<file path="src/rtl/lod_arb_pkg.sv">
`default_nettype none
// ============================================================================
//  Module      : lod_arb_pkg
//  Description : Shared types and helpers for the leading-one-detect
//                round-robin arbiter (state encoding, clog2, mod-N decrement).
//  Revision    : 1.0 - initial release
// ============================================================================
package lod_arb_pkg;

  // Arbiter state machine encoding.
  typedef enum logic [1:0] {
    IDLE  = 2'd0,
    GRANT = 2'd1,
    BUSY  = 2'd2
  } state_t;

  // Ceiling log2, usable in constant expressions (parameter derivation).
  function automatic int clog2(input int value);
    int r;
    r = 0;
    for (int i = 0; i < 32; i++) begin
      if ((1 << r) < value) begin
        r = r + 1;
      end
    end
    return r;
  endfunction

  // (value - 1) mod modulus, for value in 0..modulus-1.
  function automatic int unsigned dec_mod(input int unsigned value,
                                          input int unsigned modulus);
    return (value == 0) ? (modulus - 1) : (value - 1);
  endfunction

endpackage
`default_nettype wire

</file>
<file path="src/rtl/lod_rr_pick.sv">
`default_nettype none
// ============================================================================
//  Module      : lod_rr_pick
//  Description : Combinational round-robin winner selection. The request
//                vector is rotated so that req[ptr] sits at the MSB, padded
//                with zeros at the LSBs to a power-of-two width, and a
//                leading-zero count gives the distance from ptr to the winner.
//  Revision    : 1.0 - initial release
//  Ports       :
//    req    in  N  request vector
//    ptr    in  S  highest-priority index
//    winner out S  selected index, (ptr - lzc) mod N
//    any    out 1  at least one request is active
// ============================================================================
module lod_rr_pick
  import lod_arb_pkg::*;
#(
  parameter  int N = 8,
  localparam int S = clog2(N)
) (
  input  logic [N-1:0] req,
  input  logic [S-1:0] ptr,
  output logic [S-1:0] winner,
  output logic         any
);

  localparam int         P     = 1 << S;
  localparam logic [S:0] N_EXT = (S+1)'(N);

  logic [N-1:0] w_rot;
  logic [P-1:0] w_pad;
  logic [S-1:0] w_lz;
  logic         w_found;
  logic [S:0]   w_ptr_ext;
  logic [S:0]   w_lz_ext;

  // {req,req} shifted right by ptr+1 leaves req[ptr] at bit N-1, req[ptr-1]
  // at bit N-2, and so on around the ring.
  assign w_rot = N'({req, req} >> ({1'b0, ptr} + 1'b1));

  // Pad bits are zero so they can never be detected as the leading one.
  if (P > N) begin : g_pad
    assign w_pad = {w_rot, {(P-N){1'b0}}};
  end else begin : g_no_pad
    assign w_pad = w_rot;
  end

  // Leading-zero count from the MSB of the padded vector.
  always_comb begin
    w_lz    = '0;
    w_found = 1'b0;
    for (int k = 0; k < P; k++) begin
      if (!w_found) begin
        if (w_pad[P-1-k]) begin
          w_found = 1'b1;
        end else begin
          w_lz = w_lz + 1'b1;
        end
      end
    end
  end

  assign w_ptr_ext = {1'b0, ptr};
  assign w_lz_ext  = {1'b0, w_lz};

  // With any request present the count is below N, so one wrap suffices.
  assign winner = S'((w_ptr_ext >= w_lz_ext) ? (w_ptr_ext - w_lz_ext)
                                             : (w_ptr_ext + N_EXT - w_lz_ext));
  assign any    = w_found;

endmodule
`default_nettype wire

</file>
<file path="src/rtl/lod_rr_arbiter.sv">
`default_nettype none
// ============================================================================
//  Module      : lod_rr_arbiter
//  Description : Round-robin arbiter sharing one downstream resource among N
//                requesters. A grant is offered (gnt_vld) until the resource
//                accepts it (res_ready) and is held until done. Priority
//                moves to just below the last owner after each transaction.
//  Revision    : 1.0 - initial release
//  Config      : LOD_ARB_TIMEOUT_EN - enables the BUSY watchdog that forces
//                release after TIMEOUT cycles and pulses err.
//  Ports       :
//    clk       in  1  clock, rising edge
//    rst       in  1  asynchronous reset, active-high
//    req       in  N  request levels
//    gnt       out N  one-hot owner, held through GRANT and BUSY
//    gnt_idx   out S  binary owner index
//    gnt_vld   out 1  grant offered (GRANT state only)
//    res_ready in  1  resource accepts the offered grant
//    done      in  1  resource finished the owner's operation
//    err       out 1  one-cycle timeout pulse
// ============================================================================
module lod_rr_arbiter
  import lod_arb_pkg::*;
#(
  parameter  int N       = 8,
  parameter  int TIMEOUT = 255,
  localparam int S       = clog2(N)
) (
  input  logic         clk,
  input  logic         rst,
  input  logic [N-1:0] req,
  output logic [N-1:0] gnt,
  output logic [S-1:0] gnt_idx,
  output logic         gnt_vld,
  input  logic         res_ready,
  input  logic         done,
  output logic         err
);

  state_t       r_state;
  state_t       w_state_next;
  logic [S-1:0] r_ptr;
  logic [N-1:0] r_gnt;
  logic [S-1:0] r_gnt_idx;
  logic         r_err;

  logic [S-1:0] w_winner;
  logic         w_any;
  logic [N-1:0] w_onehot;
  logic         w_load;
  logic         w_release;
  logic         w_err_next;
  logic         w_timeout;

  lod_rr_pick #(
    .N (N)
  ) u_pick (
    .req    (req),
    .ptr    (r_ptr),
    .winner (w_winner),
    .any    (w_any)
  );

  assign w_onehot = {{(N-1){1'b0}}, 1'b1} << w_winner;

`ifdef LOD_ARB_TIMEOUT_EN
  localparam int CW = clog2(TIMEOUT + 1);

  logic [CW-1:0] r_busy_cnt;
  logic [CW-1:0] w_cnt_inc;

  assign w_cnt_inc = r_busy_cnt + 1'b1;
  // Fires in the BUSY cycle whose increment reaches TIMEOUT.
  assign w_timeout = (r_state == BUSY) && (w_cnt_inc == CW'(TIMEOUT));

  always_ff @(posedge clk or posedge rst) begin
    if (rst) begin
      r_busy_cnt <= '0;
    end else if (r_state == GRANT) begin
      // Cleared while offering, so it starts from zero on entry to BUSY.
      r_busy_cnt <= '0;
    end else if (r_state == BUSY) begin
      r_busy_cnt <= w_cnt_inc;
    end
  end
`else
  assign w_timeout = 1'b0;

  // TIMEOUT has no effect in this build; kept referenced for parameter checks.
  if (TIMEOUT < 1) begin : g_timeout_unused
  end
`endif

  // Next-state and transaction strobes.
  always_comb begin
    w_state_next = r_state;
    w_load       = 1'b0;
    w_release    = 1'b0;
    w_err_next   = 1'b0;
    case (r_state)
      IDLE: begin
        if (w_any) begin
          w_state_next = GRANT;
          w_load       = 1'b1;
        end
      end
      GRANT: begin
        // The grant is committed: req changes are ignored here.
        if (res_ready) begin
          if (done) begin
            w_state_next = IDLE;
            w_release    = 1'b1;
          end else begin
            w_state_next = BUSY;
          end
        end
      end
      BUSY: begin
        // done takes precedence over a coincident timeout.
        if (done) begin
          w_state_next = IDLE;
          w_release    = 1'b1;
        end else if (w_timeout) begin
          w_state_next = IDLE;
          w_release    = 1'b1;
          w_err_next   = 1'b1;
        end
      end
      default: begin
        w_state_next = IDLE;
      end
    endcase
  end

  always_ff @(posedge clk or posedge rst) begin
    if (rst) begin
      r_state   <= IDLE;
      r_ptr     <= S'(N - 1);
      r_gnt     <= '0;
      r_gnt_idx <= '0;
      r_err     <= 1'b0;
    end else begin
      r_state <= w_state_next;
      r_err   <= w_err_next;
      if (w_load) begin
        r_gnt     <= w_onehot;
        r_gnt_idx <= w_winner;
      end else if (w_release) begin
        r_gnt     <= '0;
        r_gnt_idx <= '0;
        // Owner drops to lowest priority; the one below it becomes highest.
        r_ptr     <= S'(dec_mod(32'(r_gnt_idx), 32'(N)));
      end
    end
  end

  assign gnt     = r_gnt;
  assign gnt_idx = r_gnt_idx;
  assign gnt_vld = (r_state == GRANT);
  assign err     = r_err;

endmodule
`default_nettype wire

</file>
<file path="config.mk">
export PLATFORM = sky130hd
export DESIGN_NAME = lod_rr_arbiter
export DESIGN_NICKNAME = d
export VERILOG_FILES = /design/src/rtl/lod_arb_pkg.sv /design/src/rtl/lod_rr_pick.sv /design/src/rtl/lod_rr_arbiter.sv
export SDC_FILE = /design/constraint.sdc
export NUM_CORES = 1
export LEC_CHECK = 0
export CORE_ASPECT_RATIO = 1.25
export CORE_UTILIZATION = 59
export CTS_CLUSTER_DIAMETER = 200
export DETAILED_ROUTE_END_ITERATION = 7
export GPL_ROUTABILITY_DRIVEN = 0
export GPL_TIMING_DRIVEN = 0
export PLACE_DENSITY = 0.86
export SLEW_MARGIN = 20
export SYNTH_ARGS = -nofsm -noshare
export SYNTH_HDL_FRONTEND = slang
export SYNTH_SLANG_ARGS = --single-unit
</file>
<file path="constraint.sdc">
create_clock -name clk -period 12.9 [get_ports clk]
set_input_delay 1.935 -clock clk [delete_from_list [all_inputs] [get_ports clk]]
set_output_delay 1.935 -clock clk [all_outputs]
set_load 0.01 [all_outputs]
</file>
**Word-level counts from Yosys, hierarchy flattened**

Cells that the tools add are included.

- Reductions and logical operators: 5
- Shift operators: 2
- Equality and inequality tests: 5
- Bitwise operators: 1
- $lt $le $gt $ge: 1
- Multiplexer cells: 46
- $add $sub $neg: 12

Operators by type and width:

| operator | count |
|---|---|
| 3-bit two-way mux | 18 |
| 3-bit by 1-bit adder with 3-bit output, second input constant | 7 |
| 1-bit two-way mux | 20 |
| 8-bit two-way mux | 2 |
| 16-bit by 4-bit >> shifter with 8-bit output | 1 |
| 2-bit two-way mux | 4 |
| 1-bit by 3-bit left shift with 8-bit output, first input constant | 1 |
| 2-bit case mux with 3 select lines | 1 |
| 3-bit subtractor | 2 |
| 3-bit by 1-bit adder with 4-bit output, second input constant | 1 |
| 2-bit by 1-bit inequality test with 1-bit output, second input constant | 2 |
| 3-bit >= comparator | 1 |
| 3-bit zero test | 1 |
| 3-bit AND reduction | 1 |
| 3-bit by 1-bit subtractor with 3-bit output, second input constant | 1 |
| 1-bit by 1-bit adder with 2-bit output, second input constant | 1 |
| 2-bit by 1-bit equality test with 1-bit output, second input constant | 1 |
| 2-bit equality test, second input constant | 1 |
| 2-bit zero test | 1 |
| 2-bit inequality test, second input constant | 1 |
| 1-bit case mux with 2 select lines | 1 |
| 2-bit AND reduction | 1 |
| 2-bit nonzero test | 1 |
| 1-bit NOT | 1 |

- Bits in registers: 16
- Output and inout bits: 13
- Input bits: 12

**Logic depth before layout (Yosys ltp)**

Gate-level depths: netlist (run 1).

- Depth after elaboration: 28
- Gate-level depth with buffers: 29
- Depth with buffers taken out: 27

**By module**

From an unflattened synthesis (run 1), not the netlist that was laid out.

- Cells, all modules: 180
- Area, all modules: 1672.9 um^2

By module, submodules not included:

| module | area each (um^2) | cells an instance | instances |
|---|---|---|---|
| lod_rr_pick | 869.6 | 103 | 1 |
| lod_rr_arbiter | 803.3 | 77 | 1 |

**Worst setup path before layout (run 1)**

OpenSTA, ideal clock, no wires.

- Kind: input-to-reg
- Start point: in req[5]
- End point: reg r_gnt[3], in the netlist gnt[3]
- Stages: 23
- Path slack: 6686 ps
- Arrival time: 6103 ps
- Required time: 12790 ps
- Cells stage by stage: mux4_2 mux2i_1 nand2_1 nand2_1 ha_1 inv_1 a21oi_1 ha_1 nand2_1 a31oi_1 ha_1 inv_1 o21ai_0 ha_1 mux2i_1 o21ai_0 ha_1 mux2i_1 o21ai_0 inv_1 o21ai_0 fa_1 o41ai_1

- Cells in the longest elaborated chain, start to end: 27

RTL lines:

| item | RTL line | RTL |
|---|---|---|
| start: declaration | lod_rr_arbiter.sv:31 | `input logic [N-1:0] req,` |
| 16-bit by 4-bit >> shifter with 8-bit output * | lod_rr_pick.sv:39 | `assign w_rot = N'({req, req} >> ({1'b0, ptr} + 1'b1));` |
| 1-bit two-way mux | lod_rr_pick.sv:54 | `if (w_pad[P-1-k]) begin` |
| 1-bit by 1-bit adder with 2-bit output | lod_rr_pick.sv:57 | `w_lz = w_lz + 1'b1;` |
| 3-bit two-way mux | lod_rr_pick.sv:54 |  |
| 3-bit two-way mux | lod_rr_pick.sv:53 | `if (!w_found) begin` |
| 3-bit by 1-bit adder with 3-bit output | lod_rr_pick.sv:57 |  |
| 3-bit two-way mux | lod_rr_pick.sv:54 |  |
| 3-bit two-way mux | lod_rr_pick.sv:53 |  |
| [11 not listed] | - |  |
| 3-bit two-way mux | lod_rr_pick.sv:53 |  |
| 3-bit by 1-bit adder with 3-bit output | lod_rr_pick.sv:57 |  |
| 3-bit two-way mux | lod_rr_pick.sv:54 |  |
| 3-bit two-way mux | lod_rr_pick.sv:53 |  |
| 3-bit subtractor, or another cell as far along | lod_rr_pick.sv:68 | `: (w_ptr_ext + N_EXT - w_lz_ext));` |
| 3-bit two-way mux | lod_rr_pick.sv:67 | `assign winner = S'((w_ptr_ext >= w_lz_ext) ? (w_ptr_ext - w_lz_ext)` |
| 1-bit by 3-bit left shift with 8-bit output | lod_rr_arbiter.sv:64 | `assign w_onehot = {{(N-1){1'b0}}, 1'b1} << w_winner;` |
| 8-bit two-way mux | lod_rr_arbiter.sv:145 | `if (w_load) begin` |
| end signal: assignment | lod_rr_arbiter.sv:146 | `r_gnt <= w_onehot;` |
| end: declaration | lod_rr_arbiter.sv:43 | `logic [N-1:0] r_gnt;` |

Every way passes the cells marked *; elsewhere a longest branch is shown, timed or not.
A chain may end at the register's enable or synchronous reset.

**Worst setup path after layout (run 1)**

- Start point: in req[6]
- End point: reg r_gnt[7], in the netlist gnt[7]

Same word-level chain as after synthesis.

==> flow_summary_export.csv, run 1 <==
group,metric,value,unit
final_layout,utilization,73.7,%
critical_path,cp-end-kind,"flop",
timing,drv_slew,0,
critical_path,cp_data_required_time,13.08,ns
clock_network,cts.htree.levels,1,
synthesis,ys_types,50,
timing,finalClockSkew,0.00174,ns
critical_path,startpoint,"req[6]",
critical_path,cp_top_family,"adder cells",
final_layout,layout-drive-gt1-share,13.4,%
final_layout,fin_area,0.00199,mm²
critical_path,reg2reg_to,"gnt[7]",
route,wl_per_cell,16.7,µm
clock_network,cts_tree,"done",
synthesis,synth_area,0.00169,mm²
global_routing,gr-total-overflow,0,
clock_network,clk_path_buf_depth,2,
synthesis,synth_fp_nets,215,
critical_path,crit_arrival,7.41,ns
critical_path,endpoint,"gnt[7]",
timing,tns,0,ns
global_routing,antenna_found_initial,0,
critical_path,rrSetupSlack,6.95,ns
power,irDropWorstVdd,0.000186,V
route,drt_iter0_drc,50,
outcome,status,"finished, final reports clean",
final_layout,layout.nets,243,
route,routed_wl,4180,µm
final_layout,stdcell_count,250,
critical_path,ff2ff_path_depth,26,
timing,relSlewSlack,60.6,%
synthesis,synth.top_cell.area_share,19.3,%
clock_network,cts_made_buffers,3,
clock_network,insertion_delay,0.30,ns
die,dieArea,0.00308,mm²
placed_design,place_ws,5.44,ns
global_routing,grtUsageTotal,29.2,%
die,start_util,62.3,%
synthesis,postSynthAreaPerCell,8.92,µm²
synthesis,yosys-top-cells-count,"nand2_1, inv_1, nand3_1, dfrtp_1, ha_1",
die,top_level_ports,25,
die,placement_rows,21,
placed_design,place_area,0.00196,mm²
route,drc,0,
timing,tightest_slew,0.590,ns
critical_path,path_common_cell,"ha_1",
synthesis,synth_edf_count,0,
route,vias_per_cell,6.33,
route,ant_nets,0,
critical_path,r2r-start,"r_ptr[1]",
clock_network,clock-root-buffer,"clkbuf_4",
power,power_density,262,mW/mm²
placed_design,place_inst,246,
die,dieHeight,61.8,µm
placed_design,port_buffers,23,
global_routing,grt_max_degree,17,
clock_network,cts_setup_buffers,0,
synthesis,ys_warn_count,0,
job,cap_viol_max_count,0,
die,core_area,0.00271,mm²
route,vias,1583,
synthesis,yosysMostFrequentCell,"nand2_1",
placed_design,place_hpwl,3160,µm
hold_path,min_path_type,"flop to flop",
synthesis,async_flop_share,100,%
global_routing,grt_pass1_vias,1541,
clock_network,cts_hold_buffers,0,
timing,rsz0062_at_grt,"false",
timing,timing.hold.ws,0.530,ns
critical_path,cp_slowest_cell,"clkdlybuf4s50_1",
synthesis,ys_ff_latch,16,
final_layout,syn_to_final_growth,18.3,%
synthesis,synth.area.top_cells,"dfrtp_1, mux4_2, ha_1, mux2i_1, dfstp_2",
route,dr.pass1.iters,5,
critical_path,crit_cells,26,
synthesis,syn_inst,189,
timing,clock.fmax,138,MHz
critical_path,path_class,"primary input to flop",
clock_network,clock_sinks,16,
critical_path,worstSetupStartpointType,"primary input",
power,leakage,0.902,nW
power,power.total,0.524,mW
synthesis,ys_seq_area_share,24.0,%
timing,setup_viol,0,
critical_path,crit_buf_inv,5,
synthesis,yosysTopAreaCell,"dfrtp_1",
clock_network,cts_resized,0,
timing,hold_viol_final,0,
die,fp.dieW,49.8,µm
final_layout,num_antenna_cells,0,
critical_path,cp_max_fo,7,
timing,min_period_over_period,56.0,%
timing,finalWorstSetupSlack,5.67,ns
clock_network,path_clk_slew,0.09,ns
synthesis,ys.flop_type,"dfrtp_1",
timing,min_period,7.23,ns
global_routing,grt_pass1_wl,6800,µm
critical_path,critPathMaxStageDelay,0.59,ns
cell families (layout without fill, tap and decap cells):
family	after synthesis	after routing	synth area share, %
buffers and inverters	26	53	7.05
AOI/OAI and AO/OA	40	40	16.5
adders and majority gates	14	14	10.8
other	1	1	0.223
muxes	24	24	20.8
DFF	16	16	24.0
xor gates and xnor gates	4	4	2.08
and+or+nand+nor	64	64	18.6
sequential cells by signal (all words and copies together), names as in the netlist:
| name | cells |
|---|---|
| r_ptr | 3 |
| r_state | 2 |
| gnt_idx | 3 |
| gnt | 8 |
layout make-up:
type | instances | area, µm²
Buffer | 8 | 51.3
Timing Repair Buffer | 23 | 230
Sequential cell | 16 | 404
Multi-Input combinational cell | 147 | 1160
Clock buffer | 4 | 36.3
Tap cell | 34 | 42.5
Fill cell | 194 | 712
Inverter | 18 | 67.6
layout by cell type (no fill, tap or decap), types with 2 or more instances in the layout:
master,n
a21oi_1,4
a22o_1,2
buf_2,2
buf_4,3
clkbuf_1,2
clkbuf_4,3
clkdlybuf4s50_1,23
dfrtp_1,13
dfstp_2,3
ha_1,13
inv_1,17
mux2_2,2
mux2i_1,12
mux2i_2,2
mux4_2,8
nand2_1,20
nand2b_1,2
nand3_1,14
nor2_1,11
nor2b_1,4
nor3_1,4
nor3b_1,3
o21ai_0,7
o21ai_1,10
o41ai_1,2
xnor2_1,2
xor2_1,2
report_power, final:
group / switching [mW] / total [mW] / internal (mW)
combinational: 0.230 / 0.401 / 0.171
sequential: 0.0156 / 0.0884 / 0.0727
clock: 0.0164 / 0.0337 / 0.0172
total: 0.262 / 0.524 / 0.261
worst min path at each step:
stage,startpoint,to,slack (ns),cells after the start
6_report,gnt[5],gnt[5],0.53,2
5_1_grt,gnt[6],gnt[6],0.56,2
4_1_cts,gnt[5],gnt[5],0.53,2
3_5_place_dp,gnt[5],gnt[5],0.50,2
3_3_place_gp,gnt[0],gnt[0],0.50,2
2_1_floorplan,r_state[0],r_state[0],0.49,1
worst register-to-register path: cells and delay by family, from the launching register on:
family          cells  cell delay [ns]
simple gates        5             0.61
compound gates      8             1.60
flops               1             0.60
fa+ha+maj           6             2.07
mux                 2             0.20
buf+inv             5             0.75
layer usage:
layer  share of wire [%]  track usage, %  wire (µm)  vias up
li1                    -               -          -      741
met1                  39            31.7       1640      765
met2                  54            59.5       2260       68
met3                 4.7           0.973        197        9
met4                 2.2            13.5         91        0
met5                   0               0          0        -
Power figures use the tool's default switching activity.
==> inputs of run 2 (changes only) <==
--- a/config.mk
+++ b/config.mk
@@ -6,12 +6,12 @@
 export NUM_CORES = 1
 export LEC_CHECK = 0
 export CORE_ASPECT_RATIO = 1.25
-export CORE_UTILIZATION = 59
+export CORE_UTILIZATION = 55
 export CTS_CLUSTER_DIAMETER = 200
 export DETAILED_ROUTE_END_ITERATION = 7
 export GPL_ROUTABILITY_DRIVEN = 0
 export GPL_TIMING_DRIVEN = 0
-export PLACE_DENSITY = 0.86
+export PLACE_DENSITY = 0.81
 export SLEW_MARGIN = 20
 export SYNTH_ARGS = -nofsm -noshare
 export SYNTH_HDL_FRONTEND = slang
==> constraint.sdc (replaced) <==
create_clock -name clk -period 6.75 [get_ports clk]
set_input_delay 1.0125 -clock clk [delete_from_list [all_inputs] [get_ports clk]]
set_output_delay 1.0125 -clock clk [all_outputs]
set_load 0.01 [all_outputs]
==> run 2 against run 1 <==
Via count down 2.5%. Count of clock-buffer cells in the layout is the same. Power up 87%. Sequential cell count unchanged. Die area rose by 7.0%. Core utilization down 5.3 points. Clock power increased by 80%. Hold slack got worse by 0.0018 ns. Combinational power is 87% higher. Setup slack worse by 5.2 ns. Critical path type unchanged. Largest power group unchanged.
==> flow_summary_export.csv, run 2 (synthesis results as in run 1) <==
group,metric,value,unit
critical_path,path_class,"primary input to flop",
final_layout,multi_input_area,0.00116,mm²
clock_network,clock_sinks,16,
timing,tns,0,ns
final_layout,layout.nets,243,
global_routing,grt_pass1_wl,6470,µm
route,top_layer,"met4",
critical_path,cp_data_required_time,6.91,ns
job,cap_viol_max_count,0,
die,dieArea,0.00329,mm²
placed_design,place_inst,248,
route,drt_iter0_drc,50,
clock_network,cts.htree.levels,1,
clock_network,cts_hold_buffers,0,
critical_path,cp-end-kind,"flop",
final_layout,utilization,68.4,%
final_layout,final_cell_mix,"clkdlybuf4s50_1, nand2_1, inv_1",
clock_network,insertion_delay,0.28,ns
timing,setup_viol,0,
final_layout,stdcell_count,252,
critical_path,worstSetupStartpointType,"primary input",
die,dieHeight,63.9,µm
timing,rsz0062_at_grt,"false",
timing,finalClockSkew,0.00581,ns
route,dr.pass1.iters,4,
global_routing,antenna_found_initial,0,
timing,clock.fmax,161,MHz
placed_design,port_buffers,23,
timing,min_period_over_period,92.3,%
power,irDropWorstVdd,0.000404,V
final_layout,syn_to_final_growth,18.5,%
die,core_area,0.00292,mm²
outcome,status,"finished, final reports clean",
route,vias_per_cell,6.13,
final_layout,num_antenna_cells,0,
route,wl_per_cell,15.1,µm
power,power_density,490,mW/mm²
final_layout,regArea,404,µm²
final_layout,fill_cells,252,
critical_path,crit_arrival,6.39,ns
final_layout,largest_register_ffs,8,
route,routed_wl,3810,µm
global_routing,grtUsageTotal,24.9,%
clock_network,cts_setup_buffers,0,
global_routing,gr-total-overflow,0,
route,vias,1544,
die,fp.dieW,51.5,µm
final_layout,layout-drive-gt1-share,13.4,%
route,drc,0,
clock_network,clk_path_buf_depth,2,
timing,hold_viol_final,0,
placed_design,place_area,0.00196,mm²
route,dr_wl_met3,128,µm
power,leakage,0.902,nW
route,drt-met1-wl,1560,µm
die,top_level_ports,25,
final_layout,final_common_cell,"clkdlybuf4s50_1",
clock_network,cts_made_buffers,3,
clock_network,cts_tree,"done",
clock_network,cts_resized,0,
timing,drv_slew,0,
timing,tightest_slew,0.588,ns
placed_design,place_hpwl,3060,µm
timing,relSlewSlack,60.8,%
power,power.total,0.979,mW
clock_network,path_clk_slew,0.08,ns
timing,min_period,6.23,ns
global_routing,grt_pass1_vias,1567,
global_routing,grt_max_degree,17,
critical_path,cp_max_fo,8,
route,ant_nets,0,
die,placement_rows,22,
route,dr_wl_met2,2080,µm
clock_network,clock-root-buffer,"clkbuf_4",
die,start_util,57.8,%
final_layout,fin_area,0.00200,mm²
hold_path,min_path_type,"flop to flop",
run 2: cell counts in the layout (fill, tap and decap cells not counted):
Identical to the previous run, type by type.
run 2: critical path, cell delays in order:
cell and delay, ns:
clkdlybuf4s50_1 0.63, mux2i_1 0.14, a22o_1 0.25, nor2_1 0.22
inv_1 0.13, nand2_1 0.13, nand2_1 0.07, ha_1 0.32
inv_1 0.07, a21oi_1 0.06, ha_1 0.28, nand2_1 0.04
a31oi_1 0.25, ha_1 0.31, inv_1 0.06, o21ai_0 0.09
ha_1 0.30, mux2i_1 0.14, o21ai_0 0.12, ha_1 0.28
mux2i_1 0.06, o21ai_0 0.15, inv_1 0.05, o21ai_0 0.23
fa_1 0.57, o41ai_1 0.41
run 2: area by class of cell:
| cell class | instances | area share (%) |
|---|---|---|
| Timing Repair Buffer | 23 | 11.5 |
| Buffer | 8 | 2.57 |
| Inverter | 18 | 3.38 |
| Clock buffer | 4 | 1.82 |
| Multi-Input combinational cell | 147 | 58.2 |
| Tap cell | 36 | 2.26 |
| Sequential cell | 16 | 20.2 |
run 2: metal layers:
metal / vias up / global-route usage [%]
li1: 735 / -
met1: 767 / 29.2
met2: 35 / 46.6
met3: 7 / 1.90
met4: 0 / 7.43
met5: - / 0
run 2: worst paths after layout:
path / slack [ns] / endpoint / depth (start not counted) / from
worst min-delay path: 0.53 / gnt[7] / 2 / gnt[7]
worst max register to register: 0.85 / gnt[3] / 24 / r_ptr[1]
min in group asynchronous: 1.09 / gnt[2] / 2 / rst
max in group asynchronous: 5.27 / gnt_idx[1] / 2 / rst
worst min register to register: 0.53 / gnt[7] / 2 / gnt[7]
worst max-delay path: 0.52 / gnt[3] / 26 / req[3]
run 2: report_power, final:
part	switching, mW	leakage, nW	internal [mW]
clock	0.0277	0.0210	0.0328
combinational	0.424	0.680	0.326
sequential	0.0294	0.201	0.139
total	0.481	0.902	0.498
run 2: metrics by stage:
stage	hold WS, ns	setup slack, ns
2_1_floorplan	0.489	1.46
3_3_place_gp	0.482	0.530
3_5_place_dp	0.503	0.243
4_1_cts	0.530	0.568
5_1_grt	0.553	0.0538
6_report	0.528	0.522
==> inputs of run 3 (changes only) <==
--- a/config.mk
+++ b/config.mk
@@ -6,12 +6,13 @@
 export NUM_CORES = 1
 export LEC_CHECK = 0
 export CORE_ASPECT_RATIO = 1.25
-export CORE_UTILIZATION = 55
+export CORE_UTILIZATION = 56
+export CTS_BUF_LIST = sky130_fd_sc_hd__clkbuf_8
 export CTS_CLUSTER_DIAMETER = 200
 export DETAILED_ROUTE_END_ITERATION = 7
 export GPL_ROUTABILITY_DRIVEN = 0
 export GPL_TIMING_DRIVEN = 0
-export PLACE_DENSITY = 0.81
+export PLACE_DENSITY = 0.82
 export SLEW_MARGIN = 20
 export SYNTH_ARGS = -nofsm -noshare
 export SYNTH_HDL_FRONTEND = slang
==> run 3 against run 2 <==
Wire length increased by 7.2%. Fmax shrank 0.21%. Largest power group unchanged. Non-clock buffer count unchanged. Setup slack got worse by 0.013 ns. Count of clock-buffer cells in the layout stayed put. Sequential cell count is the same. Clock power grew 37%. Largest cell class unchanged.
==> flow_summary_export.csv, run 3 (synthesis results as in run 1) <==
group,metric,value,unit
route,vias_per_cell,6.33,
clock_network,cts_setup_buffers,0,
die,start_util,61.1,%
clock_network,insertion_delay,0.25,ns
global_routing,gr-total-overflow,0,
global_routing,grt_max_degree,17,
placed_design,place_ws,0.164,ns
timing,rsz0062_at_grt,"false",
power,pwr-share-seq,16.5,%
power,internal_power,0.524,mW
die,placement_rows,21,
route,dr.pass1.iters,4,
power,power_density,506,mW/mm²
clock_network,clock-root-buffer,"clkbuf_8",
power,p_switching,0.497,mW
route,drc,0,
hold_path,min_path_type,"flop to flop",
timing,min_period_over_period,92.5,%
critical_path,crit_buf_inv,5,
power,leakage,0.905,nW
power,p_comb_share,75.4,%
die,core_area,0.00276,mm²
timing,drv_slew,0,
critical_path,cp_max_fo,7,
critical_path,reg2reg_to,"gnt[6]",
timing,clock.fmax,160,MHz
clock_network,cts.htree.levels,1,
timing,min_period,6.24,ns
power,irDropWorstVdd,0.000352,V
critical_path,cp-end-kind,"flop",
timing,tns,0,ns
critical_path,endpoint,"gnt[6]",
outcome,status,"finished, final reports clean",
critical_path,cp_slowest_cell,"clkdlybuf4s50_1",
final_layout,syn_to_final_growth,19.8,%
critical_path,startpoint,"req[6]",
critical_path,critPathMaxStageDelay,0.59,ns
clock_network,cts_made_buffers,3,
final_layout,utilization,73.2,%
global_routing,antenna_found_initial,0,
final_layout,final_common_cell,"clkdlybuf4s50_1",
placed_design,place_inst,246,
timing,tightest_slew,0.587,ns
critical_path,cp_top_family,"adder cells",
critical_path,rrSetupSlack,0.88,ns
timing,finalClockSkew,0.00298,ns
route,wl_per_cell,16.3,µm
route,routed_wl,4080,µm
critical_path,cp_data_required_time,6.92,ns
clock_network,path_clk_slew,0.06,ns
placed_design,place_area,0.00196,mm²
global_routing,grt_pass1_wl,7160,µm
critical_path,ff2ff_path_depth,26,
placed_design,port_buffers,23,
final_layout,num_antenna_cells,0,
job,cap_viol_max_count,0,
route,dr_wl_met3,160,µm
route,dr_wl_met2,2220,µm
clock_network,clk_path_buf_depth,2,
critical_path,crit_arrival,6.41,ns
timing,hold_viol_final,0,
placed_design,place_hpwl,3180,µm
die,top_level_ports,25,
global_routing,grtUsageTotal,29.0,%
die,dieHeight,63.3,µm
final_layout,layout.nets,243,
global_routing,grt_pass1_vias,1588,
route,ant_nets,0,
final_layout,stdcell_count,250,
final_layout,layout-drive-gt1-share,14.4,%
power,p_sw_share,48.7,%
final_layout,fin_area,0.00202,mm²
critical_path,crit_cells,28,
route,drt-met1-wl,1610,µm
timing,relSlewSlack,60.8,%
critical_path,path_common_cell,"ha_1",
critical_path,r2r-start,"r_ptr[1]",
die,fp.dieW,51.1,µm
route,top_layer,"met4",
final_layout,largest_register_ffs,8,
clock_network,cts_tree,"done",
critical_path,worstSetupStartpointType,"primary input",
power,p_clk_share,8.1,%
clock_network,clock_sinks,16,
die,dieArea,0.00323,mm²
final_layout,final_cell_mix,"clkdlybuf4s50_1, nand2_1, inv_1",
timing,setup_viol,0,
route,drt_iter0_drc,58,
timing,finalWorstSetupSlack,0.509,ns
critical_path,path_class,"primary input to flop",
route,vias,1583,
-- run 3: worst min-delay path: cells and delay by family (launching register included) --
| kind | cells | cell delay (ns) |
|---|---|---|
| compound gates | 1 | 0.07 |
| flops | 1 | 0.35 |
| simple gates | 1 | 0.06 |
-- run 3: power by group through the flow --
stage          clock, mW  sequential, mW  combinational, mW
6_report          0.0830           0.168              0.770
5_1_grt           0.0884           0.173              0.856
4_1_cts           0.0858           0.168              0.756
3_5_place_dp           0           0.169              0.750
3_3_place_gp           0           0.167              0.708
2_1_floorplan          0           0.173              0.551
-- run 3: worst min-delay path by stage --
stage,slack (ns),to,from,cells past startpoint
6_report,0.52,gnt[0],gnt[0],2
3_3_place_gp,0.49,gnt[7],gnt[7],2
2_1_floorplan,0.49,r_state[0],r_state[0],1
5_1_grt,0.56,gnt[1],gnt[1],2
4_1_cts,0.52,gnt[7],gnt[7],2
3_5_place_dp,0.50,gnt[7],gnt[7],2
-- run 3: timing repair --
item / in CTS / in global routing
endpoints found under the hold margin: 0 / 0
gates resized for setup: 0 / 3
setup endpoints to repair: 0 / 8
hold buffers: 0 / 0
-- run 3: layout make-up --
class	instances	area, µm²
Sequential cell	16	404
Buffer	8	51.3
Fill cell	205	739
Tap cell	34	42.5
Inverter	18	67.6
Multi-Input combinational cell	147	1170
Clock buffer	4	55.1
Timing Repair Buffer	23	230
-- run 3: metrics by stage --
| stage | total power, mW | hold WS, ns |
|---|---|---|
| 3_5_place_dp | 0.919 | 0.504 |
| 3_3_place_gp | 0.875 | 0.495 |
| 5_1_grt | 1.12 | 0.561 |
| 6_report | 1.02 | 0.524 |
| 4_1_cts | 1.01 | 0.523 |
| 2_1_floorplan | 0.724 | 0.489 |
-- run 3: per-layer routing --
layer / up-vias / track usage, %
li1: 733 / -
met4: 0 / 12.8
met5: - / 0
met3: 12 / 3.86
met2: 48 / 51.5
met1: 790 / 33.6
